$ cat config.mk
export PLATFORM = sky130hd
export DESIGN_NAME = pwr_state_ctrl
export DESIGN_NICKNAME = d
export VERILOG_FILES = /design/src/rtl/pwr_pkg.sv /design/src/rtl/pwr_chan_fsm.sv /design/src/rtl/pwr_state_ctrl.sv
export SDC_FILE = /design/constraint.sdc
export NUM_CORES = 1
export LEC_CHECK = 0
export BUFFER_PORTS_ARGS = -buffer_cell sky130_fd_sc_hd__buf_2
export CAP_MARGIN = 15
export CORE_ASPECT_RATIO = 1.4
export CORE_MARGIN = 1
export CORE_UTILIZATION = 60
export DETAILED_ROUTE_END_ITERATION = 6
export HOLD_SLACK_MARGIN = 0.08
export PLACE_DENSITY = 0.82
export RECOVER_POWER = 25
export SLEW_MARGIN = 20
export SYNTH_ARGS = -nofsm -noshare
export SYNTH_HDL_FRONTEND = slang
export SYNTH_HIERARCHICAL = 1
export SYNTH_SLANG_ARGS = --single-unit
export TNS_END_PERCENT = 5
$ cat constraint.sdc
create_clock -name clk -period 6.4 [get_ports clk]
set_clock_uncertainty 0.05 [all_clocks]
set_input_delay 0.32 -clock clk [delete_from_list [all_inputs] [get_ports clk]]
set_output_delay 0.32 -clock clk [all_outputs]
set_load 0.005 [all_outputs]
$ cat src/rtl/pwr_pkg.sv
// Shared types and constants for the per-peripheral power-state controller.
// State encodings are consumed by cfg_regs for status and IRQ generation.
package pwr_pkg;

  typedef enum logic [1:0] {
    PwrOff    = 2'b00,
    PwrActive = 2'b01,
    PwrIdle   = 2'b10,
    PwrSleep  = 2'b11
  } pwr_state_e;

  typedef enum logic [1:0] {
    PhDown  = 2'b00,
    PhSlept = 2'b01,
    PhUp    = 2'b10
  } pwr_phase_e;

  localparam int unsigned DefaultIdleTh = 1000;

endpackage

$ cat src/rtl/pwr_chan_fsm.sv
// One power-state channel: OFF/ACTIVE/IDLE/SLEEP FSM, idle counter, switch handshake.
// Optional adaptive sleep threshold predictor enabled by PSC_ADAPTIVE_TH_EN.
module pwr_chan_fsm
  import pwr_pkg::*;
#(
  parameter int unsigned W = 16
) (
  input  logic         clk,
  input  logic         rst_n,
  input  logic         en,
  input  logic [W-1:0] idle_base_th,
  input  logic [3:0]   alpha,
  input  logic         wake_mask,
  input  logic         act,
  input  logic         wake_in,
  input  logic         pwr_ack,
  output logic [1:0]   state,
  output logic         clk_en,
  output logic         pwr_req
);

  pwr_state_e   state_q;
  pwr_phase_e   phase_q;
  logic [W-1:0] cnt_q;
  logic         pend_q;
  logic         clk_en_q;
  logic         pwr_req_q;

  logic         wake;
  logic [W:0]   cnt_inc;
  logic [W-1:0] cnt_sat;
  logic [W-1:0] sleep_th;
  logic         idle_hit;
  logic         sleep_hit;

  assign wake    = act | (wake_in & wake_mask);
  assign cnt_inc = {1'b0, cnt_q} + {{W{1'b0}}, 1'b1};
  assign cnt_sat = (&cnt_q) ? cnt_q : cnt_inc[W-1:0];

  // >= rather than == so a threshold lowered below the running count fires at once
  assign idle_hit  = (idle_base_th != '0) && (cnt_inc >= {1'b0, idle_base_th});
  assign sleep_hit = (sleep_th != '0) && (cnt_inc >= {1'b0, sleep_th});

`ifdef PSC_ADAPTIVE_TH_EN
  logic [W-1:0]        pred_q;
  logic [W-1:0]        dwell_q;
  logic [W-1:0]        pred_nxt;
  logic [W-1:0]        half_th;
  logic                back_to_active;
  logic signed [W+5:0] diff;
  logic signed [W+5:0] delta;
  logic signed [W+5:0] sum;

  always_comb begin
    back_to_active = en && ((state_q == PwrIdle && wake) ||
                            (state_q == PwrSleep && phase_q == PhUp && pwr_ack));
    diff  = $signed({6'd0, dwell_q}) - $signed({6'd0, pred_q});
    delta = (diff * $signed({{(W + 2){1'b0}}, alpha})) >>> 4;
    sum   = $signed({6'd0, pred_q}) + delta;
    if (sum < 0) begin
      pred_nxt = '0;
    end else if (|sum[W+5:W]) begin
      pred_nxt = '1;
    end else begin
      pred_nxt = sum[W-1:0];
    end
    half_th = idle_base_th >> 1;
    if (idle_base_th == '0) begin
      sleep_th = '0;
    end else if (pred_q >= idle_base_th) begin
      sleep_th = (half_th == '0) ? {{(W - 1){1'b0}}, 1'b1} : half_th;
    end else begin
      sleep_th = idle_base_th;
    end
  end

  always_ff @(posedge clk or negedge rst_n) begin
    if (!rst_n) begin
      pred_q  <= '0;
      dwell_q <= '0;
    end else begin
      if (back_to_active) pred_q <= pred_nxt;
      if (state_q == PwrActive) begin
        dwell_q <= '0;
      end else if (!(&dwell_q)) begin
        dwell_q <= dwell_q + {{(W - 1){1'b0}}, 1'b1};
      end
    end
  end
`else
  logic unused_alpha;
  assign unused_alpha = ^alpha;
  assign sleep_th     = idle_base_th;
`endif

  always_ff @(posedge clk or negedge rst_n) begin
    if (!rst_n) begin
      state_q   <= PwrOff;
      phase_q   <= PhDown;
      cnt_q     <= '0;
      pend_q    <= 1'b0;
      clk_en_q  <= 1'b0;
      pwr_req_q <= 1'b0;
    end else if (!en) begin
      state_q   <= PwrOff;
      phase_q   <= PhDown;
      cnt_q     <= '0;
      pend_q    <= 1'b0;
      clk_en_q  <= 1'b0;
      pwr_req_q <= 1'b0;
    end else begin
      unique case (state_q)
        PwrOff: begin
          if (phase_q == PhUp) begin
            if (pwr_ack) begin
              state_q  <= PwrActive;
              clk_en_q <= 1'b1;
              cnt_q    <= '0;
            end
          end else if (!pwr_ack) begin
            pwr_req_q <= 1'b1;
            phase_q   <= PhUp;
          end
        end
        PwrActive: begin
          if (wake) begin
            cnt_q <= '0;
          end else if (idle_hit) begin
            state_q  <= PwrIdle;
            clk_en_q <= 1'b0;
            cnt_q    <= '0;
          end else begin
            cnt_q <= cnt_sat;
          end
        end
        PwrIdle: begin
          if (wake) begin
            state_q  <= PwrActive;
            clk_en_q <= 1'b1;
            cnt_q    <= '0;
          end else if (sleep_hit) begin
            state_q   <= PwrSleep;
            phase_q   <= PhDown;
            pwr_req_q <= 1'b0;
            pend_q    <= 1'b0;
            cnt_q     <= '0;
          end else begin
            cnt_q <= cnt_sat;
          end
        end
        PwrSleep: begin
          unique case (phase_q)
            PhDown: begin
              // Wake is deferred until the domain has actually powered down
              if (wake) pend_q <= 1'b1;
              if (!pwr_ack) phase_q <= PhSlept;
            end
            PhSlept: begin
              if (wake || pend_q) begin
                pwr_req_q <= 1'b1;
                phase_q   <= PhUp;
                pend_q    <= 1'b0;
              end
            end
            PhUp: begin
              if (pwr_ack) begin
                state_q  <= PwrActive;
                clk_en_q <= 1'b1;
                cnt_q    <= '0;
              end
            end
            default: phase_q <= PhDown;
          endcase
        end
        default: state_q <= PwrOff;
      endcase
    end
  end

  assign state   = state_q;
  assign clk_en  = clk_en_q;
  assign pwr_req = pwr_req_q;

endmodule

$ cat src/rtl/pwr_state_ctrl.sv
// Per-peripheral power-state controller: N independent pwr_chan_fsm channels.
// Build with PSC_ADAPTIVE_TH_EN to enable the adaptive sleep-threshold predictor.
module pwr_state_ctrl
  import pwr_pkg::*;
#(
  parameter int unsigned N = 4,
  parameter int unsigned W = 16
) (
  input  logic           clk,
  input  logic           rst_n,
  input  logic [N-1:0]   periph_en,
  input  logic [N*W-1:0] idle_base_th,
  input  logic [3:0]     alpha,
  input  logic [N-1:0]   wake_mask,
  input  logic [N-1:0]   act,
  input  logic [N-1:0]   wake_in,
  input  logic [N-1:0]   pwr_ack,
  output logic [2*N-1:0] state,
  output logic [N-1:0]   clk_en,
  output logic [N-1:0]   pwr_req
);

  for (genvar i = 0; i < N; i++) begin : g_chan
    pwr_chan_fsm #(
      .W (W)
    ) u_chan (
      .clk          (clk),
      .rst_n        (rst_n),
      .en           (periph_en[i]),
      .idle_base_th (idle_base_th[i*W +: W]),
      .alpha        (alpha),
      .wake_mask    (wake_mask[i]),
      .act          (act[i]),
      .wake_in      (wake_in[i]),
      .pwr_ack      (pwr_ack[i]),
      .state        (state[2*i +: 2]),
      .clk_en       (clk_en[i]),
      .pwr_req      (pwr_req[i])
    );
  end

endmodule

==> impl_metrics.py, run 1 <==
metrics = {
    "route": {
        "wl_per_cell_microns": 14.1,
        "drt-vias-per-instance": 5.81,
        "num_vias": 7270,
        "drt_wl_total_mm": 17.7,
        "ant_nets": 0,
        "drc": 0,
        "first_pass_iters": 5,
        "dr.first_iter.drc_count": 256,
    },
    "worst_setup_path": {
        "cp.required_ps": 6590,
        "r2r_slack_ps": 2690,
        "reg2reg_to": "g_chan[2].u_chan/cnt_q[9]",
        "r2r-start": "g_chan[2].u_chan/cnt_q[0]",
        "arrival_ps": 3910,
        "reg2reg_depth": 13,
        "worst-path-max-fanout": 19,
        "crit_path_end_kind": "flip-flop",
        "path_class": "flip-flop to flip-flop",
        "start_kind": "flip-flop",
    },
    "power": {
        "p_per_area_nw_per_um2": 224,
        "peakVddDrop_uv": 187,
        "netSwitchingFraction_pct": 38.2,
        "fin_total_pwr_uw": 2030,
        "combPwrFrac_pct": 38.6,
        "p_clk_share_pct": 25.2,
        "p_int_uw": 1250,
        "p_sw_uw": 776,
        "pwr-share-seq_pct": 36.2,
        "leakage_uw": 0.00463,
    },
    "sta": {
        "relSlewSlack_pct": -45.0,
        "period_share_pct": 58.0,
        "layout_min_cycle_time_ps": 3710,
        "hold_violations": 0,
        "rsz0062_at_grt": "false",
        "timing.fmax_mhz": 269,
        "hold_slack_ps": 253,
        "tns_ps": 0,
        "tightest_slew_ps": 2180,
        "fin_ws_ps": 2690,
        "finalSetupViolations": 0,
        "slew_violations": 39,
    },
    "global_routing": {
        "grt_max_degree": 56,
        "grt_pass1_wl_mm": 30.0,
        "grt_util_all_layers_pct": 26.0,
        "overflow": 0,
        "antenna_found_initial": 0,
        "grt_pass1_vias": 6949,
    },
    "floorplan": {
        "die-area_sq_um": 14100,
        "fp-row-count": 50,
        "die_y_microns": 140,
        "initial_utilization_pct": 61.3,
        "die_w_microns": 101,
        "coreArea_sq_um": 13300,
        "io-pin-count": 106,
    },
    "synthesis": {
        "synth.most_common_cell": "nand2_1",
        "ys_warn_count": 6,
        "synth_top_area_share_pct": 28.2,
        "synth_ff_type": "dfrtp_1",
        "yosysUniqueCellTypes": 85,
        "synth-edff-count": 0,
        "synth_area_leaders": "dfrtp_1 28%, ha_1 13%, nand2_1 5.6%, inv_1 4.2%, a21oi_1 3.4%",
        "yosys.area.top_type": "dfrtp_1",
        "yosys-top-cells-count": "121 x nand2_1, 92 x dfrtp_1, 92 x inv_1",
        "netlist_area_sq_um": 8170,
        "syn_nets": 1148,
        "ys_ff_latch": 92,
        "yosysSeqAreaShare_pct": 28.2,
        "async_flop_share_pct": 100,
        "avgSynthCellArea_sq_um": 8.39,
        "postSynthCellCount": 974,
    },
    "clocking": {
        "post_cts_buffers": 0,
        "clock_path_buffers": 2,
        "cts_buffers": 9,
        "cts_max_level": 3,
        "worstSkewPairLatency_ps": 340,
        "cts_tree": "done",
        "ctsHoldBuffers": 1,
        "clock-root-buffer": "clkbuf_16",
        "clk_pin_slew_ps": 70,
        "cts.sinks": 92,
        "cts_resized": 0,
    },
    "layout": {
        "fillers": 1194,
        "drive_gt1_share_pct": 15.3,
        "fin_nets": 1239,
        "regArea_sq_um": 2300,
        "multi_input_area_sq_um": 5380,
        "final_cells": 1252,
        "area_growth_pct": 10.8,
        "n_antenna_cell": 0,
    },
    "worst_hold_path": {
        "hp-class": "primary input to flip-flop",
        "hp-start": "pwr_ack[1]",
        "holdPathStages": 3,
        "holdPathEnd": "g_chan[1].u_chan/phase_q[0]",
    },
    "place": {
        "dp_cells": 1235,
        "hpwl_mm": 13.7,
        "port_buffers": 101,
        "dpl_worst_slack_ps": 2680,
        "gp_congestion": 0.833,
    },
    "run_status": {
        "failed_checks": "capacitance limit, slew limit",
        "outcome": "finished with violations",
    },
    "flow_run": {
        "cap_violations": 1,
    },
}
[critical path, cell delays in order, from the launching register on]
cell and delay [ps]:
dfrtp_1 400, ha_1 230, nand3_2 160, nor3_4 370
nand4_1 160, and2_1 190, or2_1 240, ha_1 310
nand3_2 130, nor3_4 60, a211o_1 320, a21oi_4 460
o21ai_1 250, o211ai_1 280
[area by class of cell]
| class | count | area share (%) |
|---|---|---|
| well taps | 182 | 2.52 |
| multi-input cells | 767 | 59.4 |
| clock buffers | 10 | 2.64 |
| clock inverters | 6 | 0.498 |
| inverters | 92 | 3.81 |
| flip-flops and latches | 92 | 25.4 |
| repair buffers | 103 | 5.71 |
[placed cells by master (no fill, tap or decap), types with 5 or more instances in the layout]
cell / synthesis / routed
nand2_1: 121 / 121
buf_2: 7 / 96
inv_1: 92 / 92
dfrtp_1: 92 / 92
ha_1: 84 / 84
a21oi_1: 56 / 56
nor2_1: 54 / 54
o21ai_0: 50 / 50
nand3_1: 34 / 34
xnor2_1: 31 / 31
nor4_1: 21 / 21
nand2b_1: 21 / 21
a21o_1: 20 / 20
xor2_1: 18 / 18
nor2b_1: 17 / 17
and2_1: 16 / 16
o211ai_1: 16 / 16
a22o_1: 16 / 16
and3_1: 15 / 15
nor3_1: 15 / 15
nand4_1: 13 / 13
clkbuf_16: 0 / 9
mux2i_1: 9 / 9
o221ai_1: 8 / 8
and4_1: 6 / 6
or2_2: 6 / 6
o211a_1: 5 / 5
nor3b_1: 5 / 5
o22ai_1: 5 / 5
a31oi_1: 5 / 5
clkbuf_1: 9 / 5
[state kept, by name, indices dropped and copies added (netlist names)]
signal	count
g_chan.u_chan/pend_q	4
g_chan.u_chan/cnt_q	64
g_chan.u_chan/state	8
g_chan.u_chan/clk_en	4
g_chan.u_chan/phase_q	8
g_chan.u_chan/pwr_req	4
[metrics by stage]
stage / utilization (%) / instance area [sq um]
global route: 67.9 / 9050
CTS: 68.0 / 9060
global placement: 65.8 / 8770
detailed placement: 65.8 / 8770
finish: 67.9 / 9050
floorplan: - / 8170
[logic make-up (layout without fill, tap and decap cells)]
| family | count (synthesis) | after routing | share of synthesized area, % |
|---|---|---|---|
| compound gates | 248 | 248 | 21.9 |
| xor+xnor | 49 | 49 | 5.25 |
| fa+ha+maj | 84 | 84 | 12.9 |
| buf+inv | 115 | 211 | 6.05 |
| flops | 92 | 92 | 28.2 |
| mux | 10 | 10 | 1.24 |
| simple gates | 376 | 376 | 24.5 |
[metal layers]
metal / vias to the layer above / global-route usage, % / wire [microns]
met1: 3462 / 30.0 / 7580
met5: - / 0 / 0
met4: 0 / 6.71 / 189
li1: 3689 / - / -
met3: 12 / 3.79 / 449
met2: 107 / 49.2 / 9500
[power groups by stage]
| stage | clock (uW) | combinational [uW] | sequential (uW) |
|---|---|---|---|
| after global placement | 0 | 764 | 742 |
| final | 512 | 783 | 734 |
| after detailed placement | 0 | 781 | 743 |
| after CTS | 532 | 790 | 733 |
| after floorplan | 0 | 573 | 731 |
| after global routing | 556 | 885 | 746 |
[worst max path at each step]
stage	cells past startpoint	startpoint	endpoint
after floorplan	14	g_chan[3].u_chan/cnt_q[2]	g_chan[3].u_chan/state[0]
after global placement	13	g_chan[2].u_chan/cnt_q[0]	g_chan[2].u_chan/cnt_q[9]
after detailed placement	13	g_chan[2].u_chan/cnt_q[0]	g_chan[2].u_chan/cnt_q[9]
after CTS	13	g_chan[2].u_chan/cnt_q[0]	g_chan[2].u_chan/cnt_q[9]
after global routing	12	g_chan[0].u_chan/cnt_q[2]	g_chan[0].u_chan/cnt_q[11]
final	13	g_chan[2].u_chan/cnt_q[0]	g_chan[2].u_chan/cnt_q[9]
No activity file was read; power rests on OpenSTA's default activity.
==> inputs of run 2 (changes only) <==
clock period = 3.5 ns   (was 6.4 ns; I/O delays follow)
==> run 2 against run 1 <==
The flow still finishes with violations (capacitance limit, slew limit). Non-clock buffer count grew 20. Total power increased by 84%. Highest routed layer unchanged. Clock-buffer cell count shrank 1. Sequential cell count stayed put. Final cell count increased by 1.6%. Global-route usage increased by 0.32 points. Combinational power is 86% higher. Critical endpoint is now g_chan[3].u_chan/cnt_q[11].
==> impl_metrics.py, run 2 (synthesis gave the netlist of run 1 again) <==
metrics = {
    "route": {
        "drt-vias-per-instance": 5.80,
        "wl_per_cell_microns": 14.0,
        "dr.first_iter.drc_count": 284,
        "wl_met2_mm": 9.51,
        "topRoutingLayerUsed": "met4",
        "ant_nets": 0,
        "drt-met1-wl_mm": 7.64,
        "num_vias": 7383,
        "first_pass_iters": 5,
        "drt_wl_total_mm": 17.8,
        "drc": 0,
        "wl_met3_microns": 431,
    },
    "global_routing": {
        "grt_util_all_layers_pct": 26.3,
        "grt_pass1_vias": 7226,
        "grt_max_degree": 70,
        "grt_pass1_wl_mm": 30.5,
        "antenna_found_initial": 0,
        "overflow": 0,
    },
    "sta": {
        "hold_slack_ps": 107,
        "fin_ws_ps": 220,
        "layout_min_cycle_time_ps": 3280,
        "tightest_slew_ps": 1760,
        "tns_ps": 0,
        "relSlewSlack_pct": -17.4,
        "period_share_pct": 93.7,
        "finalSetupViolations": 0,
        "rsz0062_at_grt": "false",
        "timing.fmax_mhz": 305,
        "slew_violations": 70,
        "hold_violations": 0,
    },
    "layout": {
        "largest_reg_flops": 64,
        "n_antenna_cell": 0,
        "final_common_cell": "nand2_1",
        "drive_gt1_share_pct": 17.5,
        "top_register": "g_chan.u_chan/cnt_q",
        "fin_nets": 1259,
        "final_cells": 1272,
        "mostFrequentLayoutCells": "121 x nand2_1, 94 x buf_2, 92 x inv_1, 91 x dfrtp_1, 83 x ha_1",
        "area_growth_pct": 13.1,
        "fillers": 1124,
    },
    "worst_setup_path": {
        "r2r_slack_ps": 220,
        "reg2reg_to": "g_chan[3].u_chan/cnt_q[11]",
        "cp.required_ps": 3680,
        "max_stage_delay_ps": 400,
        "start_kind": "flip-flop",
        "cp_cell_sequence": "and3_1 > and3_2 > nand3_1 > nor2_1 > xnor2_1 > ha_1 > nand3_1 > nor3_2 > and3_4 > a2111oi_4 > a32o_2 > buf_12 > a21o_2 > a22o_2",
        "cp_slowest_cell": "dfrtp_1",
        "arrival_ps": 3460,
        "crit_path_end_kind": "flip-flop",
        "reg2reg_depth": 14,
        "path_class": "flip-flop to flip-flop",
        "r2r-start": "g_chan[3].u_chan/cnt_q[3]",
        "worst-path-max-fanout": 21,
        "cpMostUsedCell": "nand3_1",
    },
    "place": {
        "port_buffers": 101,
        "dpl_worst_slack_ps": 162,
        "hpwl_mm": 13.9,
        "dp_cells": 1252,
        "gp_congestion": 0.834,
    },
    "clocking": {
        "cts_max_level": 3,
        "cts_buffers": 9,
        "cts_tree": "done",
        "cts.sinks": 92,
        "clock_path_buffers": 2,
        "clock-root-buffer": "clkbuf_16",
        "clk_pin_slew_ps": 70,
        "worstSkewPairLatency_ps": 350,
    },
    "floorplan": {
        "io-pin-count": 106,
        "fp-row-count": 50,
        "initial_utilization_pct": 61.3,
        "die_y_microns": 140,
        "coreArea_sq_um": 13300,
        "die_w_microns": 101,
        "die-area_sq_um": 14100,
    },
    "worst_hold_path": {
        "hp-start": "pwr_ack[0]",
        "holdPathEnd": "g_chan[0].u_chan/phase_q[0]",
        "holdPathStages": 3,
        "hp-class": "primary input to flip-flop",
    },
    "power": {
        "fin_total_pwr_uw": 3730,
        "leakage_uw": 0.00471,
        "p_per_area_nw_per_um2": 404,
        "peakVddDrop_uv": 338,
    },
    "run_status": {
        "failed_checks": "capacitance limit, slew limit",
        "outcome": "finished with violations",
    },
    "flow_run": {
        "cap_violations": 1,
    },
}
==> run 2: worst max-delay path by stage <==
stage	startpoint	slack (ps)	end	cells after the start
final	g_chan[3].u_chan/cnt_q[3]	220	g_chan[3].u_chan/cnt_q[11]	14
after global routing	g_chan[1].u_chan/cnt_q[6]	7	g_chan[1].u_chan/cnt_q[5]	14
after CTS	g_chan[3].u_chan/cnt_q[3]	150	g_chan[3].u_chan/cnt_q[11]	14
after detailed placement	g_chan[3].u_chan/cnt_q[3]	160	g_chan[3].u_chan/cnt_q[12]	14
after global placement	g_chan[3].u_chan/cnt_q[0]	230	g_chan[3].u_chan/cnt_q[11]	14
after floorplan	g_chan[3].u_chan/cnt_q[2]	330	g_chan[3].u_chan/state[0]	14
==> run 2: power by group <==
group | switching, uW | internal, uW
Combinational | 846 | 613
Sequential | 150 | 1190
Clock | 439 | 493
==> run 2: timing repair <==
action | CTS | global route
setup endpoints to repair | 0 | 19
hold endpoints to repair | 67 | 0
gates resized for setup | 0 | 9
setup buffers | 0 | 3
hold buffers | 1 | 0
==> run 2: metrics by stage <==
stage | area [sq um] | utilization, %
after CTS | 9200 | 69.1
after floorplan | 8170 | -
after global routing | 9250 | 69.4
after global placement | 8910 | 66.8
final | 9250 | 69.4
after detailed placement | 8910 | 66.8
==> run 2: cell type report <==
| class | count | area (sq um) | area share (%) |
|---|---|---|---|
| Clock buffer | 9 | 225 | 2.44 |
| Timing Repair Buffer | 123 | 682 | 7.38 |
| Inverter | 92 | 345 | 3.74 |
| Multi-Input combinational cell | 767 | 5400 | 58.4 |
| Clock inverter | 7 | 58.8 | 0.636 |
| Tap cell | 182 | 228 | 2.46 |
| Sequential cell | 92 | 2300 | 24.9 |
==> run 2: worst max-delay path, delay by kind of cell, from the launching register on <==
family / cells / cell delay [ps]
simple gates: 7 / 1350
compound gates: 4 / 750
flops: 1 / 400
fa+ha+maj: 1 / 350
buf+inv: 1 / 160
xor+xnor: 1 / 110
==> run 2: per-layer routing <==
layer / track usage (%) / vias to the layer above
met2: 49.0 / 119
met3: 3.44 / 21
met4: 9.31 / 0
met5: 0 / -
li1: - / 3736
met1: 30.3 / 3507
==> inputs of run 3 (changes only) <==
RECOVER_POWER = 50   (was 25)
==> run 3 against run 2 <==
The run still ends with capacitance limit, slew limit left. Worst hold slack improved by 3.5 ps. Setup slack lost 3.5 ps. Sequential power about the same. Sequential share of layout area about the same. Clock-buffer cell count did not move. Global-route usage unchanged. Clock power barely moved. Non-clock buffer count unchanged. Highest routed layer unchanged.
==> impl_metrics.py, run 3 (synthesis gave the netlist of run 1 again) <==
metrics = {
    "layout": {
        "final_common_cell": "nand2_1",
        "drive_gt1_share_pct": 17.3,
        "mostFrequentLayoutCells": "121 x nand2_1, 94 x buf_2, 92 x inv_1, 91 x dfrtp_1, 83 x ha_1",
        "top_register": "g_chan.u_chan/cnt_q",
        "largest_reg_flops": 64,
        "fin_util_pct": 69.3,
        "area_growth_pct": 13.0,
        "fin_nets": 1259,
        "n_antenna_cell": 0,
    },
    "worst_setup_path": {
        "r2r_slack_ps": 220,
        "crit_path_end_kind": "flip-flop",
        "path_class": "flip-flop to flip-flop",
        "worst-path-max-fanout": 21,
        "cp_cell_sequence": "and3_1 > and3_2 > nand3_1 > nor2_1 > xnor2_1 > ha_1 > nand3_1 > nor3_2 > and3_4 > a2111oi_4 > a32o_2 > buf_12 > a21o_2 > a22o_2",
        "r2r-start": "g_chan[3].u_chan/cnt_q[3]",
        "arrival_ps": 3460,
        "start_kind": "flip-flop",
        "cp.required_ps": 3680,
        "endpoint": "g_chan[3].u_chan/cnt_q[11]",
        "cp_slowest_cell": "dfrtp_1",
        "cpMostUsedCell": "nand3_1",
        "max_stage_delay_ps": 400,
        "reg2reg_to": "g_chan[3].u_chan/cnt_q[11]",
        "critical_path.startpoint": "g_chan[3].u_chan/cnt_q[3]",
        "reg2reg_depth": 14,
    },
    "route": {
        "dr.first_iter.drc_count": 281,
        "drt-met1-wl_mm": 7.61,
        "wl_per_cell_microns": 14.0,
        "first_pass_iters": 5,
        "drt_wl_total_mm": 17.8,
        "drt-vias-per-instance": 5.81,
        "ant_nets": 0,
        "drc": 0,
        "num_vias": 7387,
        "wl_met3_microns": 437,
        "wl_met2_mm": 9.52,
        "topRoutingLayerUsed": "met4",
    },
    "run_status": {
        "outcome": "finished with violations",
        "failed_checks": "capacitance limit, slew limit",
    },
    "sta": {
        "timing.fmax_mhz": 305,
        "finalSetupViolations": 0,
        "layout_min_cycle_time_ps": 3280,
        "rsz0062_at_grt": "false",
        "relSlewSlack_pct": -17.4,
        "tightest_slew_ps": 1760,
        "period_share_pct": 93.8,
        "tns_ps": 0,
        "slew_violations": 70,
        "hold_violations": 0,
    },
    "global_routing": {
        "grt_max_degree": 70,
        "grt_util_all_layers_pct": 26.3,
        "antenna_found_initial": 0,
        "overflow": 0,
        "grt_pass1_wl_mm": 30.5,
        "grt_pass1_vias": 7226,
    },
    "clocking": {
        "clk_pin_slew_ps": 70,
        "cts_tree": "done",
        "worstSkewPairLatency_ps": 350,
        "cts_buffers": 9,
        "cts.sinks": 92,
        "cts_max_level": 3,
        "clock-root-buffer": "clkbuf_16",
        "clock_path_buffers": 2,
    },
    "floorplan": {
        "io-pin-count": 106,
        "fp-row-count": 50,
        "die_w_microns": 101,
        "die_y_microns": 140,
        "initial_utilization_pct": 61.3,
        "coreArea_sq_um": 13300,
        "die-area_sq_um": 14100,
    },
    "place": {
        "hpwl_mm": 13.9,
        "gp_congestion": 0.834,
        "port_buffers": 101,
    },
    "power": {
        "leakage_uw": 0.00471,
        "peakVddDrop_uv": 338,
        "p_per_area_nw_per_um2": 404,
    },
    "flow_run": {
        "cap_violations": 1,
    },
    "worst_hold_path": {
        "hp-class": "primary input to flip-flop",
        "holdPathStages": 3,
    },
}
-- run 3: how the worst min path moves through the flow --
| stage | from | end | slack, ps |
|---|---|---|---|
| after floorplan | rst_n | g_chan[0].u_chan/clk_en | -170 |
| after global placement | rst_n | g_chan[0].u_chan/pwr_req | 310 |
| after detailed placement | rst_n | g_chan[0].u_chan/phase_q[0] | 310 |
| after CTS | pwr_ack[0] | g_chan[0].u_chan/phase_q[0] | 90 |
| after global routing | pwr_ack[0] | g_chan[0].u_chan/phase_q[0] | 120 |
| final | pwr_ack[0] | g_chan[0].u_chan/phase_q[0] | 110 |
-- run 3: area by class of cell --
cell class	count	area [sq um]
repair buffers	123	674
clock buffers	9	225
fillers	1127	4090
flip-flops and latches	92	2300
well taps	182	228
clock inverters	7	58.8
multi-input cells	767	5400
inverters	92	345
-- run 3: per-layer routing --
layer / GRT usage [%] / up-vias
met3: 3.44 / 21
met5: 0 / -
li1: - / 3737
met4: 9.31 / 0
met2: 49.0 / 121
met1: 30.3 / 3508
-- run 3: what timing repair did --
item | CTS | global route
buffers inserted | 0 | 3
hold endpoints to repair | 67 | 0
setup endpoints to repair | 0 | 19
gates resized for setup | 0 | 9
hold buffers | 1 | 0
-- run 3: power by group --
part	internal, uW	total [uW]	leakage (uW)	switching (uW)
clock network	493	932	0.000138	439
registers	1190	1340	0.00125	150
logic	612	1460	0.00332	845
total	2300	3730	0.00471	1430
-- run 3: per-stage QoR --
stage          hold slack (ps)  cell area, sq um  total power [uW]  worst slack [ps]  std cells
2_1_floorplan             -171              8170              2380               326        974
3_3_place_gp               310              8910              2770               235       1252
3_5_place_dp               310              8910              2800               162       1252
4_1_cts                   93.7              9200              3750               147       1269
5_1_grt                    115              9240              4010              7.43       1272
6_report                   111              9240              3730               216       1272
-- run 3: critical path: cells and delay by family (launching register included) --
family	cells	cell delay [ps]
compound gates	4	750
xor+xnor	1	110
fa+ha+maj	1	350
buf+inv	1	160
flops	1	400
simple gates	7	1350
